==> src/rtl/rm8u_prod_accum.sv <==
// rm8u_prod_accum: framed accumulator behind the 8x8 unsigned multiplier.
// Accepts a valid/ready stream of 16-bit products and sums each frame
// (closed by in_last or by reaching MAX_LEN beats). The result is held on
// a valid/ready output until it is taken.
// Optional build macro MAC_SAT_EN: an overflowing add saturates the sum to
// all-ones instead of wrapping modulo 2^ACC_W.
module rm8u_prod_accum #(
  parameter int unsigned ACC_W   = 24,
  parameter int unsigned CNT_W   = 8,
  parameter int unsigned MAX_LEN = 255
) (
  input  logic             clk,
  input  logic             rst_n,
  input  logic             clr,
  input  logic [15:0]      prod_in,
  input  logic             in_valid,
  input  logic             in_last,
  output logic             in_ready,
  output logic [ACC_W-1:0] acc_out,
  output logic [CNT_W-1:0] out_count,
  output logic             overflow,
  output logic             out_valid,
  input  logic             out_ready
);

  // Elaboration-time parameter range checks
  if (ACC_W < 17 || ACC_W > 32) begin : g_bad_acc_w
    $error("rm8u_prod_accum: ACC_W must be in 17..32");
  end
  if (MAX_LEN < 1 || MAX_LEN > ((1 << CNT_W) - 1)) begin : g_bad_max_len
    $error("rm8u_prod_accum: MAX_LEN must be in 1..2^CNT_W-1");
  end

  localparam logic [CNT_W-1:0] MAX_CNT = CNT_W'(MAX_LEN);
  localparam logic [CNT_W-1:0] ONE_CNT = CNT_W'(1);

  typedef enum logic [1:0] {
    IDLE  = 2'd0,
    ACCUM = 2'd1,
    HOLD  = 2'd2
  } state_t;

  state_t           state_q, state_d;
  logic [ACC_W-1:0] acc_q, acc_d;
  logic [CNT_W-1:0] cnt_q, cnt_d;
  logic             ovf_q, ovf_d;
  logic             vld_q, vld_d;

  logic             beat;
  logic [ACC_W:0]   sum_w;
  logic             carry;
  logic [ACC_W-1:0] add_val;
  logic [CNT_W-1:0] cnt_inc;

  // Input readiness depends only on state and clr, never on in_valid
  assign in_ready = (state_q != HOLD) && !clr;
  assign beat     = in_valid && in_ready;

  // One extra bit catches the carry-out of the running sum
  assign sum_w   = {1'b0, acc_q} + {{(ACC_W - 15){1'b0}}, prod_in};
  assign carry   = sum_w[ACC_W];
  assign cnt_inc = cnt_q + ONE_CNT;

  // Value written into the accumulator on an ACCUM beat
  always_comb begin
`ifdef MAC_SAT_EN
    add_val = carry ? '1 : sum_w[ACC_W-1:0];
`else
    add_val = sum_w[ACC_W-1:0];
`endif
  end

  // Next-state and datapath update; clr overrides every state
  always_comb begin
    state_d = state_q;
    acc_d   = acc_q;
    cnt_d   = cnt_q;
    ovf_d   = ovf_q;
    vld_d   = vld_q;
    if (clr) begin
      state_d = IDLE;
      acc_d   = '0;
      cnt_d   = '0;
      ovf_d   = 1'b0;
      vld_d   = 1'b0;
    end else begin
      unique case (state_q)
        IDLE: begin
          if (beat) begin
            acc_d = ACC_W'(prod_in);
            cnt_d = ONE_CNT;
            ovf_d = 1'b0;
            if (in_last || (ONE_CNT == MAX_CNT)) begin
              state_d = HOLD;
              vld_d   = 1'b1;
            end else begin
              state_d = ACCUM;
            end
          end
        end
        ACCUM: begin
          if (beat) begin
            acc_d = add_val;
            cnt_d = cnt_inc;
            ovf_d = ovf_q | carry;
            if (in_last || (cnt_inc == MAX_CNT)) begin
              state_d = HOLD;
              vld_d   = 1'b1;
            end
          end
        end
        HOLD: begin
          if (out_ready) begin
            state_d = IDLE;
            acc_d   = '0;
            cnt_d   = '0;
            ovf_d   = 1'b0;
            vld_d   = 1'b0;
          end
        end
        default: begin
          state_d = IDLE;
          acc_d   = '0;
          cnt_d   = '0;
          ovf_d   = 1'b0;
          vld_d   = 1'b0;
        end
      endcase
    end
  end

  // State and registered outputs, asynchronously reset
  always_ff @(posedge clk or negedge rst_n) begin
    if (!rst_n) begin
      state_q <= IDLE;
      acc_q   <= '0;
      cnt_q   <= '0;
      ovf_q   <= 1'b0;
      vld_q   <= 1'b0;
    end else begin
      state_q <= state_d;
      acc_q   <= acc_d;
      cnt_q   <= cnt_d;
      ovf_q   <= ovf_d;
      vld_q   <= vld_d;
    end
  end

  assign acc_out   = acc_q;
  assign out_count = cnt_q;
  assign overflow  = ovf_q;
  assign out_valid = vld_q;

endmodule
==> config.mk <==
export PLATFORM = sky130hd
export DESIGN_NAME = rm8u_prod_accum
export DESIGN_NICKNAME = d
export VERILOG_FILES = /design/src/rtl/rm8u_prod_accum.sv
export SDC_FILE = /design/constraint.sdc
export NUM_CORES = 1
export LEC_CHECK = 0
export ABC_AREA = 0
export BUFFER_PORTS_ARGS = -buffer_cell sky130_fd_sc_hd__buf_2
export CAP_MARGIN = 20
export CORE_MARGIN = 3
export CORE_UTILIZATION = 30
export DETAILED_ROUTE_END_ITERATION = 10
export GPL_ROUTABILITY_DRIVEN = 0
export GPL_TIMING_DRIVEN = 0
export PLACE_DENSITY_LB_ADDON = 0.12
export SETUP_SLACK_MARGIN = 0.1
export SYNTH_ARGS = -nofsm -noshare
export SYNTH_HDL_FRONTEND = slang
export SYNTH_SLANG_ARGS = --single-unit
==> constraint.sdc <==
create_clock -name clk -period 4.45 [get_ports clk]
set_input_delay 0.445 -clock clk [delete_from_list [all_inputs] [get_ports clk]]
set_output_delay 0.445 -clock clk [all_outputs]
set_load 0.02 [all_outputs]
; ---- Yosys cells after proc, flatten, opt, wreduce, memory -nomap -nowiden
; Cells that the tools add are included.
[totals]
output_inout_bits = 35
input_bits = 22
register_bits = 36
wordCells = 53
[op_classes]
n_addsub = 2
n_mux = 28
n_bitwise = 1
reduce_logical = 8
eq_ne = 9
[op_table]
columns = operator, count
row1 = 2-to-1 mux 24 bit, 4
row2 = case mux 24 bit (3 select lines), 1
row3 = 2-to-1 mux 8 bit, 4
row4 = adder 24 x 16 -> 25 bit, 1
row5 = case mux 8 bit (3 select lines), 1
row6 = != test 3 bit (second input constant), 5
row7 = 2-to-1 mux 2 bit, 6
row8 = 2-to-1 mux 1 bit, 9
row9 = adder 8 x 1 -> 8 bit (second input constant), 1
row10 = equality test 8 bit (second input constant), 1
row11 = case mux 1 bit (3 select lines), 2
row12 = case mux 2 bit (3 select lines), 1
row13 = AND reduction 5 bit, 1
row14 = AND reduction 4 bit, 1
row15 = AND reduction 3 bit, 1
row16 = equality test 2 x 1 -> 1 bit (second input constant), 1
row17 = equality test 2 bit (second input constant), 1
row18 = logical AND 1 bit, 2
row19 = zero test 2 bit, 1
row20 = != test 2 bit (second input constant), 1
row21 = zero test 1 bit, 1
row22 = logical OR 1 bit, 1
row23 = OR 1 bit, 1

; ---- Depth between registers and ports, before layout
[depth]
word_depth = 7
depth_mapped = 10
ltp_nobuf = 10

; ---- Least setup slack after synthesis
; OpenSTA, ideal clock, no wires.
[synth_path]
kind = register to register
start = register acc_q[0], in the netlist acc_out[0]
end = register acc_q[20], in the netlist acc_out[20]
setup_slack_ns = 2.123
setup_ns = 0.069
arrival_ns = 2.258
path_stages_with_launch = 11
required_time_ns = 4.381
synth_period_minus_slack_ns = 2.327
n_path_buf = 0
path_cell_list = dfrtp_1 -> ha_1 -> inv_1 -> fa_1 -> nor2b_1 -> o21ai_0 -> a21oi_1 -> o31a_2 -> o21ai_2 -> or4_1 -> nand3_1
[synth_between]
elab_chain_len = 4
[synth_lines]
columns = item, line
row1 = from (decl), 44  ; logic [ACC_W-1:0] acc_q, acc_d;
row2 = from (signal assigned), 136  ; acc_q <= '0;
row3 = from (signal assigned), 142  ; acc_q <= acc_d;
row4 = adder 24 x 16 -> 25 bit, 60  ; assign sum_w = {1'b0, acc_q} + {{(ACC_W - 15){1'b0}}, prod_in};
row5 = 2-to-1 mux 24 bit, 102  ; if (beat) begin
row6 = case mux 24 bit (3 select lines), 87  ; unique case (state_q)
row7 = 2-to-1 mux 24 bit, 80  ; if (clr) begin
; Every way passes these cells. The select of a mux whose other input is x is not followed.
; A chain may end at the register's enable or synchronous reset.

; ---- Worst setup path after layout
; Ends and elaborated chain as after synthesis.

==> metrics.txt <==
initial drt markers 92; Worst R2R Setup Slack 1.95 ns; H-tree depth 2; post-synth net total 354; actual transition at the worst max-transition pin 0.899 ns; largest net degree at the start of global routing 37; xor/xnor share of the synthesized area 0.0546; Post-CTS Setup Bufs 0; io pins 57; #FFs+latches synth 36; initial antenna violation count 0; FP Rows 34; DR vias/cell 5.25; yosys warns 0; Mapped Cells 313; Crit path max-delay family simple AND/OR/NAND/NOR gates; routed vias 2,545; post-synthesis mux area share 0.0229; Worst Hold Class in2async; RSZ-0062 raised after global routing false; CTS clk-pin slew, worst paths 0.08 ns; Num CTS Buffers 5; Synth cell types 56; Synth Area in Adders 0.0899; clk_lat worst skew 0.29 ns; Max Slew Vio Count 0; drt drc 0; peak supply drop 0.123 mV; Worst Path Buf+Inv 1; layout cells sized above 1 0.247; WL/cell 15.7 um; crit path time final 2.50 ns; CP startpoint kind flip-flop; main combinational cell family by area after synthesis compound AO/OA/AOI/OAI gates; P_leak 0.00150 uW; Initial Utilization 0.311; first drt pass iteration count 4; PostCTS Resize Cnt 0; maximum clock rate 0.400 GHz; commonest non-fill, non-tap cells in the layout 59 x buf_2, 40 x o21ai_0, 36 x dfrtp_1; CTS tree built; fin area 0.00323 mm^2; vias in the first global route 2,511; Synth Area in Compound Gates 0.240; placed cells 477; maximum clock insertion buffer count 2; most common cell after layout, fill and taps aside buf_2; crit path cell chain ha_1 -> inv_1 -> fa_1 -> nor2b_1 -> o21ai_0 -> a21oi_1 -> o31a_2 -> o21ai_2 -> or4_1 -> nand3_1; Yosys top cell by area dfrtp_1; total grt overflow 0; Finished Layout Cells 485; Power Density 264 mW/mm^2; Max-slew headroom 0.400; Hold Fails Final Rpt 0; Synth Cell Area 0.00273 mm^2; # setup viols final 0; number of synthesized flops with an enable pin 0; synth top area cells dfrtp_1 33%, ha_1 8.3%, o21ai_0 7.3%; hold_buf cts 0; GRT Util Overall 0.156; die width 101 um; antenna-violating nets left 0; Nets 417; critical path type reg2reg; CTS Sinks 36; Worst Path Max Fanout 8; status completed; critical path endpoint category flip-flop; CP required 4.69 ns; Yosys top cell area share 0.330; DP HPWL 5.60 mm; period utilization 0.561; max cap viols 0; Main synth FF type dfrtp_1; core area 0.00876 mm^2; WP data arrival 2.73 ns; ys async rst share 1.00; DIE AREA 0.0103 mm^2; ANT cells 0; IO Port Bufs 56; Fin Setup TNS 0 ns; area grow syn2layout 18.4%; Routed Wire Length 7.60 mm; first-pass GRT wire length 12.8 mm; placed cell area 0.00314 mm^2; Root Buffer clkbuf_8; Avg Inst Size Synth 8.71 um^2; Synth Area in Simple Gates 0.206; CP max-delay cell or4_1; die height 101 um; Clock Skew 0.00912 ns; sequential share of the synthesized area 0.330; slowest stage delay, CP 0.51 ns
[final cells by class]
type | count | area, um^2
Fill cell | 958 | 5530
Sequential cell | 36 | 901
Inverter | 9 | 33.8
Buffer | 15 | 119
Tap cell | 108 | 135
Timing Repair Buffer | 56 | 280
Multi-Input combinational cell | 253 | 1670
Clock buffer | 5 | 68.8
Clock inverter | 3 | 18.8
[cell usage after synthesis (all sizes together) (2+ instances only)]
cell type,instances
a21o,5
a21oi,18
a221oi,2
a22oi,10
a31oi,4
and3,3
buf,11
clkbuf,4
dfrtp,36
ha,18
inv,9
mux2,2
mux2i,4
nand2,35
nand2b,3
nand3,16
nand3b,5
nand4,6
nor2,22
nor2b,6
o211ai,7
o21ai,44
o22a,2
o31ai,2
or3,3
or4,5
xnor2,11
xor2,6
[through the flow]
stage | setup WS, ns | hold slack [ns] | utilization | power, uW
finish | 1.95 | 0.274 | 0.369 | 853
global route | 1.72 | 0.353 | 0.369 | 912
CTS | 1.93 | 0.314 | 0.369 | 871
detailed placement | 1.79 | 0.481 | 0.359 | 619
global placement | 1.80 | 0.489 | 0.359 | 616
floorplan | 2.12 | 0.149 | - | 541
[report_power, final]
part	total, uW	switching, uW	internal (uW)	leakage (uW)
combinational	254	152	102	0.000958
sequential	356	14.2	342	0.000490
clock	243	134	109	0.0000479
total	853	300	554	0.00150
[worst paths after layout]
path / depth (start not counted) / start / end
min reg2reg: 1 / overflow / overflow
max in group asynchronous: 1 / rst_n / acc_out[5]
max: 10 / acc_out[0] / acc_out[20]
max reg2reg: 10 / acc_out[0] / acc_out[20]
min: 1 / rst_n / acc_out[14]
min in group clk: 3 / prod_in[13] / acc_out[13]
[state kept, by name, indices dropped and copies added (netlist names)]
name       flops
overflow       1
out_count      8
acc_out       24
out_valid      1
state_q        2
[kinds of logic after synthesis]
kind of cell / after synthesis
AOI/OAI and AO/OA: 100
xor gates and xnor gates: 17
and+or+nand+nor: 111
buffers and inverters: 24
adders and majority gates: 19
DFF: 36
muxes: 6
[worst register-to-register path: stages, from the launching register on]
cell	delay, ns
dfrtp_1	0.38
ha_1	0.19
inv_1	0.06
fa_1	0.41
nor2b_1	0.12
o21ai_0	0.10
a21oi_1	0.22
o31a_2	0.22
o21ai_2	0.14
or4_1	0.52
nand3_1	0.09
[layer usage]
layer / vias to the layer above / wire length, um / track usage
met5: - / 0 / 0
met4: 0 / 68 / 0.0389
met3: 5 / 254 / 0.0282
met2: 43 / 3450 / 0.252
met1: 1229 / 3820 / 0.216
li1: 1268 / - / -
Power figures use the tool's default switching activity.
